<file path="config.mk">
export PLATFORM = sky130hd
export DESIGN_NAME = inst_refill_unit
export DESIGN_NICKNAME = d
export VERILOG_FILES = /design/src/rtl/inst_refill_pkg.sv /design/src/rtl/inst_refill_unit.sv
export SDC_FILE = /design/constraint.sdc
export NUM_CORES = 1
export LEC_CHECK = 0
export BUFFER_PORTS_ARGS = -buffer_cell sky130_fd_sc_hd__buf_2
export CORE_ASPECT_RATIO = 1.1
export CORE_MARGIN = 5
export CORE_UTILIZATION = 40
export CTS_CLUSTER_DIAMETER = 100
export DETAILED_ROUTE_END_ITERATION = 8
export PLACE_DENSITY = 0.65
export SYNTH_ARGS = -nofsm -noshare
export SYNTH_HDL_FRONTEND = slang
export SYNTH_SLANG_ARGS = --single-unit
</file>
<file path="constraint.sdc">
create_clock -name clk_in -period 2.15 [get_ports clk_in]
set_clock_uncertainty 0.15 [all_clocks]
set_input_delay 0.43 -clock clk_in [delete_from_list [all_inputs] [get_ports clk_in]]
set_output_delay 0.43 -clock clk_in [all_outputs]
set_load 0.01 [all_outputs]
</file>
<file path="src/rtl/inst_refill_pkg.sv">
// Shared definitions for the instruction-cache refill path: FSM encoding,
// refill word geometry and the byte-wide RAM port field widths that the
// memory arbiter and load/store unit also use.
package inst_refill_pkg;

    // Default address width of miss, RAM and cache-update addresses.
    localparam int DEF_ADDR_W = 32;

    // Bytes fetched per refilled instruction word.
    localparam int REFILL_WORD_BYTES = 4;

    // RAM port field widths shared by every arbiter client.
    localparam int RAM_DATA_W = 8;
    localparam int RAM_REQ_W  = 1;
    localparam int RAM_GNT_W  = 1;

    // Refill sequencer states.
    typedef enum logic [1:0] {
        ST_IDLE  = 2'd0,
        ST_FETCH = 2'd1,
        ST_DONE  = 2'd2
    } refill_state_t;

    // Counter width able to hold 0..n inclusive.
    function automatic int cnt_width(input int n);
        return $clog2(n + 1);
    endfunction

endpackage

</file>
<file path="src/rtl/inst_refill_unit.sv">
// Miss-side filler for the direct-mapped instruction cache. Reads WORD_BYTES
// consecutive bytes from the byte-wide RAM port, assembles them little-endian
// and presents the word on the cache update port with a single-cycle strobe.
module inst_refill_unit
    import inst_refill_pkg::*;
#(
    parameter int ADDR_W     = DEF_ADDR_W,
    parameter int WORD_BYTES = REFILL_WORD_BYTES
) (
    input  logic                    clk_in,
    input  logic                    rst_in,
    input  logic                    rdy_in,
    input  logic                    miss_valid,
    input  logic [ADDR_W-1:0]       miss_addr,
    input  logic                    flush,
    output logic [RAM_REQ_W-1:0]    mem_req,
    input  logic [RAM_GNT_W-1:0]    mem_grant,
    output logic [ADDR_W-1:0]       mem_a,
    input  logic [RAM_DATA_W-1:0]   mem_din,
    output logic                    upd_valid,
    output logic [ADDR_W-1:0]       upd_addr,
    output logic [8*WORD_BYTES-1:0] upd_data,
    output logic                    busy
);

    localparam int CNT_W = cnt_width(WORD_BYTES);
    localparam logic [CNT_W-1:0] CNT_FULL = CNT_W'(WORD_BYTES);
    localparam logic [CNT_W-1:0] CNT_LAST = CNT_W'(WORD_BYTES - 1);
    localparam logic [CNT_W-1:0] CNT_ONE  = CNT_W'(1);

    refill_state_t           state;
    refill_state_t           state_nxt;
    logic [ADDR_W-1:0]       base;
    logic [CNT_W-1:0]        issue_cnt;
    logic [CNT_W-1:0]        recv_cnt;
    logic                    pend;
    logic [8*WORD_BYTES-1:0] word;
    logic [ADDR_W-1:0]       hold_addr;
    logic [8*WORD_BYTES-1:0] hold_data;

    logic accept;
    logic issue;
    logic flush_act;
    logic all_captured;

    // A flush only takes effect while the pipeline is not paused.
    assign flush_act = rdy_in && flush;

    // Every byte is in once the capture now in progress (if any) lands.
    assign all_captured = (recv_cnt == CNT_FULL) || (pend && (recv_cnt == CNT_LAST));

    // An issue is a request the arbiter grants in the same cycle.
    assign issue = mem_req[0] && mem_grant[0];

    // RAM byte address: start of the word plus bytes already issued, wrapping at ADDR_W.
    assign mem_a = base + ADDR_W'(issue_cnt);

    assign busy = (state != ST_IDLE);

    // The update port shows the live word during the strobe and holds the last delivered word otherwise.
    assign upd_addr = upd_valid ? base : hold_addr;
    assign upd_data = upd_valid ? word : hold_data;

    // State register.
    always_ff @(posedge clk_in) begin
        // NOTE: sequential state uses non-blocking assignments so every register samples pre-edge values.
        if (rst_in) begin
            state <= ST_IDLE;
        end else begin
            state <= state_nxt;
        end
    end

    // Next-state decode and combinational handshake outputs.
    always_comb begin
        // NOTE: every signal written here gets a default first, so no latch is inferred on any path.
        state_nxt = state;
        accept    = 1'b0;
        mem_req   = '0;
        upd_valid = 1'b0;

        unique case (state)
            ST_IDLE: begin
                if (rdy_in && !flush && miss_valid) begin
                    accept    = 1'b1;
                    state_nxt = ST_FETCH;
                end
            end

            ST_FETCH: begin
                mem_req[0] = rdy_in && (issue_cnt < CNT_FULL);
                if (flush_act) begin
                    state_nxt = ST_IDLE;
                end else if (rdy_in && all_captured) begin
                    state_nxt = ST_DONE;
                end
            end

            ST_DONE: begin
                // Strobe only in the cycle that actually leaves DONE, so it is one pulse even under pause.
                upd_valid = rdy_in && !flush;
                if (rdy_in) begin
                    state_nxt = ST_IDLE;
                end
            end

            default: begin
                state_nxt = ST_IDLE;
            end
        endcase
    end

    // Refill datapath: latch the start address, count issues, capture returning bytes.
    always_ff @(posedge clk_in) begin
        // NOTE: the assembly word is an ordinary register (not a RAM), so it is cleared with the rest on reset.
        if (rst_in) begin
            base      <= '0;
            issue_cnt <= '0;
            recv_cnt  <= '0;
            pend      <= 1'b0;
            word      <= '0;
        end else if (accept) begin
            base      <= miss_addr;
            issue_cnt <= '0;
            recv_cnt  <= '0;
            pend      <= 1'b0;
        end else if (state == ST_FETCH) begin
            // The RAM returns data one cycle after the address; that capture ignores rdy_in and grant.
            pend <= issue && !flush_act;
            if (issue) begin
                issue_cnt <= issue_cnt + CNT_ONE;
            end
            if (pend && !flush_act) begin
                for (int b = 0; b < WORD_BYTES; b++) begin
                    if (recv_cnt == CNT_W'(b)) begin
                        word[8*b +: 8] <= mem_din;
                    end
                end
                recv_cnt <= recv_cnt + CNT_ONE;
            end
        end
    end

    // Remember the last word delivered to the cache so the update port holds it afterwards.
    always_ff @(posedge clk_in) begin
        if (rst_in) begin
            hold_addr <= '0;
            hold_data <= '0;
        end else if (upd_valid) begin
            hold_addr <= base;
            hold_data <= word;
        end
    end

endmodule

</file>
==> Yosys cells after proc, flatten, opt, wreduce, memory -nomap -nowiden <==
Index checks and enable logic that the tools add are counted.
{ "word_totals": {"ff_bits": 137, "input_bits": 46, "out_inout_bits": 99, "elab_cells": 59} }
{ "classes": {"n_addsub": 3, "order_cmp": 1, "eq_ne": 9, "muxes": 11, "bitwise_logic": 1, "n_reduce_logical": 23} }
{ "op_table": {"columns": ["cell", "count"], "rows": [
  ["$mux W32", 2],
  ["$add A32 B3 Y32", 1],
  ["$reduce_and A4 Y1", 4],
  ["$logic_and A1 B1 Y1", 9],
  ["$mux W2", 4],
  ["$add A3 B1 Y3 const B", 2],
  ["$eq A3 B2 Y1 const B", 2],
  ["$pmux W2 S3", 1],
  ["$mux W1", 4],
  ["$ne A2 B2 Y1 const B", 2],
  ["$reduce_and A2 Y1", 2],
  ["$eq A3 B1 Y1 const B", 1],
  ["$eq A3 B3 Y1 const B", 1],
  ["$logic_not A3 Y1", 1],
  ["$lt A3 B3 Y1 const B", 1],
  ["$ne A3 B3 Y1 const B", 1],
  ["$reduce_and A3 Y1", 1],
  ["$eq A2 B1 Y1 const B", 1],
  ["$eq A2 B2 Y1 const B", 1],
  ["$logic_not A1 Y1", 2],
  ["$logic_not A2 Y1", 1],
  ["$reduce_bool A2 Y1", 1],
  ["$reduce_or A2 Y1", 1],
  ["$logic_or A1 B1 Y1", 1],
  ["$not A1 Y1", 1]
]} }

==> Logic depth before layout (Yosys ltp) <==
Gate-level depths: netlist of run 1.
{ "depth": {"word_depth": 7, "depth_mapped": 6} }

==> Worst setup path after synthesis of run 1 <==
OpenSTA, ideal clock, no wires.
{ "synth_path": {"path_kind": "reg-to-output", "from": "register issue_cnt[0]", "to": "output port mem_a[12]", "arrival_time_ns": 1.607, "required_time_ns": 1.570, "slack_ns": -0.037, "path_stages_with_launch": 7, "path_cell_list": "dfxtp_1 > ha_1 > fa_1 > a21oi_1 > nor2_1 > nand4_1 > xnor2_1"} }
{ "synth_via": {"elab_chain_cells": 1} }
{ "synth_lines": {"columns": ["element", "line_no", "source"], "rows": [
  ["from (decl)", "inst_refill_unit.sv:34", "logic [CNT_W-1:0] issue_cnt;"],
  ["from (signal assigned)", "inst_refill_unit.sv:131", "issue_cnt <= issue_cnt + CNT_ONE;"],
  ["$add A32 B3 Y32", "inst_refill_unit.sv:56", "assign mem_a = base + ADDR_W'(issue_cnt);"],
  ["to (decl)", "inst_refill_unit.sv:18", "output logic [ADDR_W-1:0] mem_a,"]
]} }
No other way between the ends.

==> Final worst setup path of run 1 <==
{ "layout_path": {"from": "register base[0]", "to": "output port mem_a[30]"} }
{ "layout_via": {"elab_chain_cells": 1} }
{ "layout_lines": {"columns": ["element", "line_no", "source"], "rows": [
  ["from (decl)", "inst_refill_unit.sv:33", "logic [ADDR_W-1:0] base;"],
  ["from (signal assigned)", "inst_refill_unit.sv:123", "base <= miss_addr;"],
  ["$add A32 B3 Y32", "inst_refill_unit.sv:56", null]
]} }
No other way between the ends.

==> results of run 1 <==
worst min-delay path: stages:
cell     delay, ns
buf_2         0.10
nand2_1       0.05
a21oi_1       0.05
stage by stage:
step	power [mW]	setup WS (ns)
floorplan	2.75	0.0326
global placement	2.89	-0.185
detailed placement	2.90	-0.271
CTS	5.70	-0.573
global route	5.84	-0.663
finish	5.65	-0.542
report_power, final:
part | internal, mW | total [mW] | switching (mW)
Combinational | 0.111 | 0.272 | 0.161
Clock | 1.75 | 2.79 | 1.04
Sequential | 2.56 | 2.58 | 0.0194
repair_timing:
item	4_1_cts	5_1_grt
gates resized for setup	171	21
buffers inserted	13	9
pin swaps	15	14
endpoints found under the setup margin	95	95
cloned	11	1
cell type report:
class	instances	area [sq um]	area share [%]
multi-input combinational	430	3320	37.2
sequential	137	2750	30.9
timing repair buffer	222	2020	22.7
clock buffer	23	468	5.25
tap	192	240	2.69
clock inverter	9	97.6	1.09
inverter	4	15.0	0.168
worst paths after layout:
kind | slack [ns] | start | to | cells after the start
min | 0.10 | miss_addr[0] | base[0] | 3
min reg2reg | 0.31 | word[26] | word[26] | 2
max | -0.54 | base[0] | mem_a[30] | 8
max reg2reg | 0.29 | state[0] | recv_cnt[2] | 5
flip-flops by register name, indices dropped and copies added, names as in the netlist:
name / cells
word: 32
recv_cnt: 3
base: 32
pend: 1
state: 2
issue_cnt: 3
hold_addr: 32
hold_data: 32
layer usage:
layer	up-vias	track usage (%)	share of wire (%)
li1	2458	-	-
met1	2487	24.0	42
met2	217	34.4	48
met3	40	6.05	6.7
met4	4	10.3	3.1
met5	-	0	0.079
cell usage in the layout, fill, tap and decap left out, types with 4 or more instances in the layout:
master     synthesis  layout
nor2b_1           65      65
clkbuf_16          0      17
nor2_1            33      30
dfxtp_1          137     129
nor3_1             7       6
mux2_4             0      63
ha_1               9       7
and2_1             4       4
a21oi_1           46      43
buf_6              1      70
inv_1              4       4
xor2_1             6       4
buf_12             0      11
mux2i_1           25      25
and4_1             4       4
xnor2_1           26      24
buf_16             0       7
nand3_1           18      17
dfxtp_2            0       8
nand2_1           81      79
clkinv_2           0       6
buf_2             11      79
and3_2             3       4
clkbuf_1          20       4
buf_4              6      53
nand4_1           14      14
and3_1             7       6
cells by family after synthesis:
| family | count (synthesis) | synth area share, % |
|---|---|---|
| AO/OA/AOI/OAI | 52 | 4.76 |
| AND/OR/NAND/NOR | 247 | 21.8 |
| multiplexers | 89 | 16.4 |
| flip-flops | 137 | 46.4 |
| adder cells (fa/ha/maj) | 10 | 2.24 |
| XOR/XNOR | 32 | 4.74 |
| buffers and inverters | 43 | 3.66 |
==> impl_metrics.ini, run 1 <==
[timing]
finalHoldViolCount = 0
hold_ws_ns = 0.104
rsz0062_at_grt = yes
fin_crit_sh_pct = 125
worst_slew_pin_slew_ns = 0.648
setup_violations = 94
maxClockFrequency_mhz = 371
relSlewSlack_pct = 56.8
slew_viol_final = 0
setup_ws_ns = -0.542
period_minus_slack_ns = 2.69
finalSetupTns_ns = -27.94

[cts]
cts_tree = yes
cts-root-buf = clkbuf_16
hold_buffers = 0
cts_buffers = 17
clock-sinks = 137
clk_latency_ns = 0.41
ctsLongestPathBuffers = 2
cts.htree.levels = 4
cts.clk_slew.worst_paths_ns = 0.05

[yosys]
avgSynthCellArea_sq_um = 9.70
synth_async_sr_flop_share_pct = 0
synth_edf_count = 0
synth_top_cell_area_share_pct = 46.4
synth_flop_cell = dfxtp_1
syn-cell-area_sq_um = 5910
ys_warn_count = 0
synthTopCellsByCount = dfxtp_1, nand2_1, nor2b_1, mux2_2, a21oi_1
ys_seq_area_share_pct = 46.4
yosys.area.top_type = dfxtp_1
ys_ff_latch = 137
synth_cell_types = 38
syn_inst = 610
yosysMostFrequentCell = dfxtp_1
synth_top_cells_by_area = dfxtp_1, mux2_2, nor2b_1
synth_nets = 666

[layout]
layout.cells.non_filler = 1017
fin_util_pct = 61.7
fillers = 1168
diodes = 0
final_nets = 868
drive_above_1_share_pct = 42.5
stdcell_area_sq_um = 8910
syn_to_final_growth_pct = 50.7

[detailed_routing]
drc_errors = 0
num_vias = 5206
routed_wl_um = 17800
detail_route.wl_per_cell_um = 17.5
via_per_inst = 5.12
drt_first_pass_iters = 5
ant_nets = 0
drtIter0Drc = 254

[worst_setup_path]
required_ns = 1.57
startpoint_type = register
cp_slowest_stage_delay_ns = 0.38
critPathCaptureType = output port
critical_path_class = reg2out
path_cells = ha_4 -> fa_2 -> a21oi_4 -> nor4_4 -> buf_6 -> nand4_1 -> xnor2_1 -> buf_2
crit_arrival_ns = 2.11
crit_fanout = 5
critPathBufInv = 2
cp_top_family = adder cells
cp_slowest_cell = fa_2

[floorplan]
design.core.area_sq_um = 14400
initial_core_util_pct = 40.9
io_pins = 145
rows = 46
dieArea_sq_um = 17300
die_w_um = 126
dieHeight_um = 138

[hold_path]
hold_class = in2reg

[placed_design]
gp_congestion = 0.845
dpl_cell_area_sq_um = 7110
dp.cells = 956
io_buffers = 144
hpwl_um = 11100

[status]
outcome = finished, violations left
violations = setup timing

[global_routing]
grtUsageTotal_pct = 20.5
grt_overflow = 0
grt_pass1_vias = 5334
grt_pass1_wl_um = 28100
grt_max_degree = 59
antenna_found_initial = 2

[pwr]
leakage_nw = 3.79
powerDensity_nw_per_um2 = 633
peakVddDrop_mv = 0.551

[job]
cap_violations = 0
No activity file was read; power rests on OpenSTA's default activity.
==> run 2, diff against run 1 <==
--- a/config.mk
+++ b/config.mk
@@ -12,6 +12,7 @@
 export CTS_CLUSTER_DIAMETER = 100
 export DETAILED_ROUTE_END_ITERATION = 8
 export PLACE_DENSITY = 0.65
+export SKIP_LAST_GASP = 1
 export SYNTH_ARGS = -nofsm -noshare
 export SYNTH_HDL_FRONTEND = slang
 export SYNTH_SLANG_ARGS = --single-unit
==> impl_metrics.ini, run 2 (same netlist as run 1, synthesis figures left out) <==
[cts]
cts_tree = yes
hold_buffers = 0
ctsLongestPathBuffers = 2
cts.htree.levels = 4
cts_buffers = 17
clk_latency_ns = 0.41
cts-root-buf = clkbuf_16
cts.clk_slew.worst_paths_ns = 0.05
clock-sinks = 137

[floorplan]
rows = 46
die_w_um = 126
dieHeight_um = 138
initial_core_util_pct = 40.9
design.core.area_sq_um = 14400
io_pins = 145
dieArea_sq_um = 17300

[worst_setup_path]
critPathCaptureType = output port
crit_arrival_ns = 2.13
critical_path_class = reg2out
critPathBufInv = 2
path_cells = ha_4 -> fa_2 -> a21oi_4 -> nor4_4 -> buf_6 -> nand4_1 -> xnor2_1 -> buf_2
r2r-start = state[0]
cp_slowest_cell = dfxtp_2
required_ns = 1.57
cp_top_family = adder cells
crit_path_start = base[0]
r2r_slack_ns = 0.31
worst-path-stages = 8
cp_slowest_stage_delay_ns = 0.35
startpoint_type = register
setup.worst_path.end = mem_a[30]
r2r-end = recv_cnt[2]
reg2regPathDepth = 5
crit_fanout = 5

[layout]
drive_above_1_share_pct = 42.5
syn_to_final_growth_pct = 49.1
stdcell_area_sq_um = 8820
mostFrequentLayoutCell = dfxtp_1
fin_util_pct = 61.0
final_nets = 869
final_cell_mix = dfxtp_1, buf_2, nand2_1
diodes = 0

[timing]
finalHoldViolCount = 0
finalSetupTns_ns = -28.09
fin_crit_sh_pct = 126
relSlewSlack_pct = 57.2
rsz0062_at_grt = yes
slew_viol_final = 0
period_minus_slack_ns = 2.71
setup_ws_ns = -0.560
maxClockFrequency_mhz = 369
setup_violations = 94
worst_slew_pin_slew_ns = 0.642

[job]
cap_violations = 0

[global_routing]
grt_pass1_wl_um = 27700
grt_pass1_vias = 5231
grt_max_degree = 59
antenna_found_initial = 2
grtUsageTotal_pct = 20.2
grt_overflow = 0

[detailed_routing]
drtIter0Drc = 237
ant_nets = 0
detail_route.wl_per_cell_um = 17.6
via_per_inst = 5.10
num_vias = 5193
drt_first_pass_iters = 4
routed_wl_um = 17900
drc_errors = 0

[pwr]
p_switching_mw = 1.21
swShare_pct = 21.5
sequentialPowerShare_pct = 45.8
leakage_nw = 3.78
power.share.clock_pct = 49.4
p_int_mw = 4.43
peakVddDrop_mv = 0.551
powerDensity_nw_per_um2 = 640
p_comb_share_pct = 4.8

[placed_design]
io_buffers = 144
hpwl_um = 11100
gp_congestion = 0.845
dpl_cell_area_sq_um = 7110

[hold_path]
hold_class = in2reg

[status]
violations = setup timing
outcome = finished, violations left
-- run 2: cell count changes in the layout (fill, tap and decap cells not counted) --
cell | previous run | this run
buf_16 | 7 | 5
nand3_1 | 17 | 18
buf_2 | 79 | 89
buf_12 | 11 | 13
mux2_4 | 63 | 55
nand3_2 | 1 | 0
buf_6 | 70 | 62
buf_4 | 53 | 52
mux2_2 | 1 | 9
-- run 2: per-stage QoR --
step | instances | hold WS [ns] | power (mW) | setup WS (ns)
detailed placement | 956 | 0.298 | 2.90 | -0.271
global route | 1018 | 0.0942 | 5.84 | -0.675
CTS | 1012 | 0.0835 | 5.70 | -0.573
global placement | 956 | 0.290 | 2.89 | -0.185
floorplan | 610 | 0.283 | 2.75 | 0.0326
finish | 1018 | 0.107 | 5.64 | -0.560
-- run 2: power by group through the flow --
stage          clock, mW  combinational [mW]  sequential, mW
6_report            2.79               0.272            2.58
5_1_grt             2.97               0.294            2.58
4_1_cts             2.85               0.269            2.58
3_5_place_dp           0               0.262            2.63
3_3_place_gp           0               0.260            2.63
2_1_floorplan          0               0.114            2.64
-- run 2: worst min path at each step --
| stage | slack, ns | startpoint | cells after the start | to |
|---|---|---|---|---|
| after floorplan | 0.28 | word[24] | 2 | word[24] |
| after global routing | 0.09 | miss_addr[31] | 3 | base[31] |
| after CTS | 0.08 | miss_addr[3] | 3 | base[3] |
| after detailed placement | 0.30 | word[26] | 2 | word[26] |
| final | 0.11 | miss_addr[0] | 3 | base[0] |
| after global placement | 0.29 | word[31] | 2 | word[31] |
-- run 2: layer usage --
layer  track usage, %  share of wire (%)
met3             5.93                6.7
met2             34.9                 50
met5                0              0.078
met1             23.2                 41
met4             9.00                2.5
-- run 2: final cells by class --
type                            count  area, sq um
Clock inverter                      9         97.6
Timing Repair Buffer              223         1960
Multi-Input combinational cell    430         3280
Tap cell                          192          240
Fill cell                        1172         5630
Clock buffer                       23          468
Inverter                            4         15.0
Sequential cell                   137         2750
-- run 2: what timing repair did --
action | CTS | global route
setup buffers | 13 | 12
pin swaps | 15 | 15
gates cloned | 11 | 1
endpoints found under the setup margin | 95 | 95
resized for setup | 97 | 78
-- run 2: worst reg2reg max path, cell delays in order, from the launching register on --
cell and delay (ns):
dfxtp_2 0.33, buf_4 0.11, and3b_1 0.27, and2_1 0.43
nor2_1 0.07, a2111oi_0 0.37
==> run 3, diff against run 2 <==
--- a/config.mk
+++ b/config.mk
@@ -6,7 +6,7 @@
 export NUM_CORES = 1
 export LEC_CHECK = 0
 export BUFFER_PORTS_ARGS = -buffer_cell sky130_fd_sc_hd__buf_2
-export CORE_ASPECT_RATIO = 1.1
+export CORE_ASPECT_RATIO = 0.8
 export CORE_MARGIN = 5
 export CORE_UTILIZATION = 40
 export CTS_CLUSTER_DIAMETER = 100
==> impl_metrics.ini, run 3 (same netlist as run 1, synthesis figures left out) <==
[status]
outcome = finished, violations left
violations = setup timing

[cts]
hold_buffers = 0
clock-sinks = 137
cts_tree = yes
cts.htree.levels = 4
cts_buffers = 17
clk_latency_ns = 0.42
ctsLongestPathBuffers = 2
cts.clk_slew.worst_paths_ns = 0.06
cts-root-buf = clkbuf_16

[worst_setup_path]
cp_top_family = adder cells
cp_slowest_stage_delay_ns = 0.35
critical_path_class = reg2out
cp_slowest_cell = dfxtp_2
path_cells = ha_4 -> fa_2 -> a21oi_4 -> nor4_4 -> buf_6 -> nand4_1 -> xnor2_1 -> buf_2
required_ns = 1.57
crit_fanout = 5
critPathCaptureType = output port
critPathBufInv = 2
startpoint_type = register
crit_arrival_ns = 2.14

[global_routing]
grt_max_degree = 49
grt_pass1_vias = 5332
antenna_found_initial = 0
grt_pass1_wl_um = 28400
grt_overflow = 0
grtUsageTotal_pct = 20.6

[detailed_routing]
num_vias = 5224
met3_length_um = 1150
drt_first_pass_iters = 5
drtIter0Drc = 300
ant_nets = 0
drt-met1-wl_um = 8550
dr.max_layer_used = met4
routed_wl_um = 18600
wl_met2_um = 8510
drc_errors = 0
via_per_inst = 5.12
detail_route.wl_per_cell_um = 18.2

[layout]
mostFrequentLayoutCell = dfxtp_1
layout.cells.non_filler = 1020
final_nets = 879
diodes = 0
syn_to_final_growth_pct = 52.4
regArea_sq_um = 2750
fillers = 1154
final_cell_mix = dfxtp_1, nand2_1, buf_2
drive_above_1_share_pct = 43.4
stdcell_area_sq_um = 9010
multi_input_area_sq_um = 3350

[floorplan]
io_pins = 145
rows = 39
design.core.area_sq_um = 14400
dieHeight_um = 119
dieArea_sq_um = 17300
die_w_um = 146
initial_core_util_pct = 41.1

[job]
cap_violations = 0

[timing]
worst_slew_pin_slew_ns = 0.503
relSlewSlack_pct = 65.6
rsz0062_at_grt = yes
fin_crit_sh_pct = 126
finalSetupTns_ns = -27.57
setup_violations = 95
finalHoldViolCount = 0
slew_viol_final = 0
period_minus_slack_ns = 2.72
setup_ws_ns = -0.567
maxClockFrequency_mhz = 368

[pwr]
leakage_nw = 3.85
powerDensity_nw_per_um2 = 656
peakVddDrop_mv = 0.569

[placed_design]
dp.cells = 954
hpwl_um = 11500
gp_congestion = 0.872
dpl_cell_area_sq_um = 7130
io_buffers = 144

[hold_path]
hold_class = in2reg
==> run 3: changes by cell type in the layout (fill, tap and decap cells not counted), moves of 3 or more <==
cell	delta
nand3_1	-3
mux2_2	-9
buf_2	-11
buf_6	+13
buf_12	-4
buf_4	+14
mux2_4	+9
==> run 3: area by class of cell <==
type                       instances  share of cell area [%]
timing repair buffer             233                    22.7
sequential                       137                    30.6
multi-input combinational        430                    37.2
inverter                           4                   0.167
tap                              184                    2.55
clock buffer                      20                    4.96
clock inverter                    12                    1.92
==> run 3: through the flow <==
| step | hold WS, ns | utilization, % | power, mW | setup WS (ns) |
|---|---|---|---|---|
| after global routing | 0.0944 | 62.6 | 6.10 | -0.705 |
| after floorplan | 0.283 | - | 2.75 | 0.0326 |
| after CTS | 0.0828 | 59.3 | 5.96 | -0.609 |
| final | 0.0953 | 62.6 | 5.91 | -0.567 |
| after detailed placement | 0.302 | 49.5 | 2.90 | -0.278 |
| after global placement | 0.290 | 49.5 | 2.89 | -0.228 |
==> run 3: power breakdown <==
| group | leakage (nW) | switching, mW | internal, mW |
|---|---|---|---|
| clock | 0.300 | 1.09 | 1.97 |
| combinational | 2.44 | 0.166 | 0.114 |
| sequential | 1.11 | 0.0164 | 2.56 |
==> run 3: final timing paths <==
path	from	to	slack (ns)	cells after the start
setup / recovery	base[0]	mem_a[28]	-0.57	8
hold / removal	miss_addr[0]	base[0]	0.1	3
setup reg to reg	state[0]	recv_cnt[2]	0.14	5
hold reg to reg	word[28]	word[28]	0.31	2
==> run 3: layer usage <==
layer | track usage (%) | up-vias
met5 | 0 | -
met4 | 8.54 | 0
met3 | 5.28 | 39
met2 | 31.5 | 201
met1 | 27.8 | 2492
li1 | - | 2492
==> run 3: timing repair <==
item	CTS	global route
pin swaps	11	17
setup endpoints to repair	95	96
gates cloned	10	1
gates resized for setup	83	108
setup buffers	21	8
==> run 3: worst register-to-register path, cell delays in order (launching register included) <==
cell and delay, ns:
dfxtp_2 0.32, buf_4 0.11, and3b_1 0.24, and2_1 0.42
nor2_1 0.10, a2111oi_0 0.51
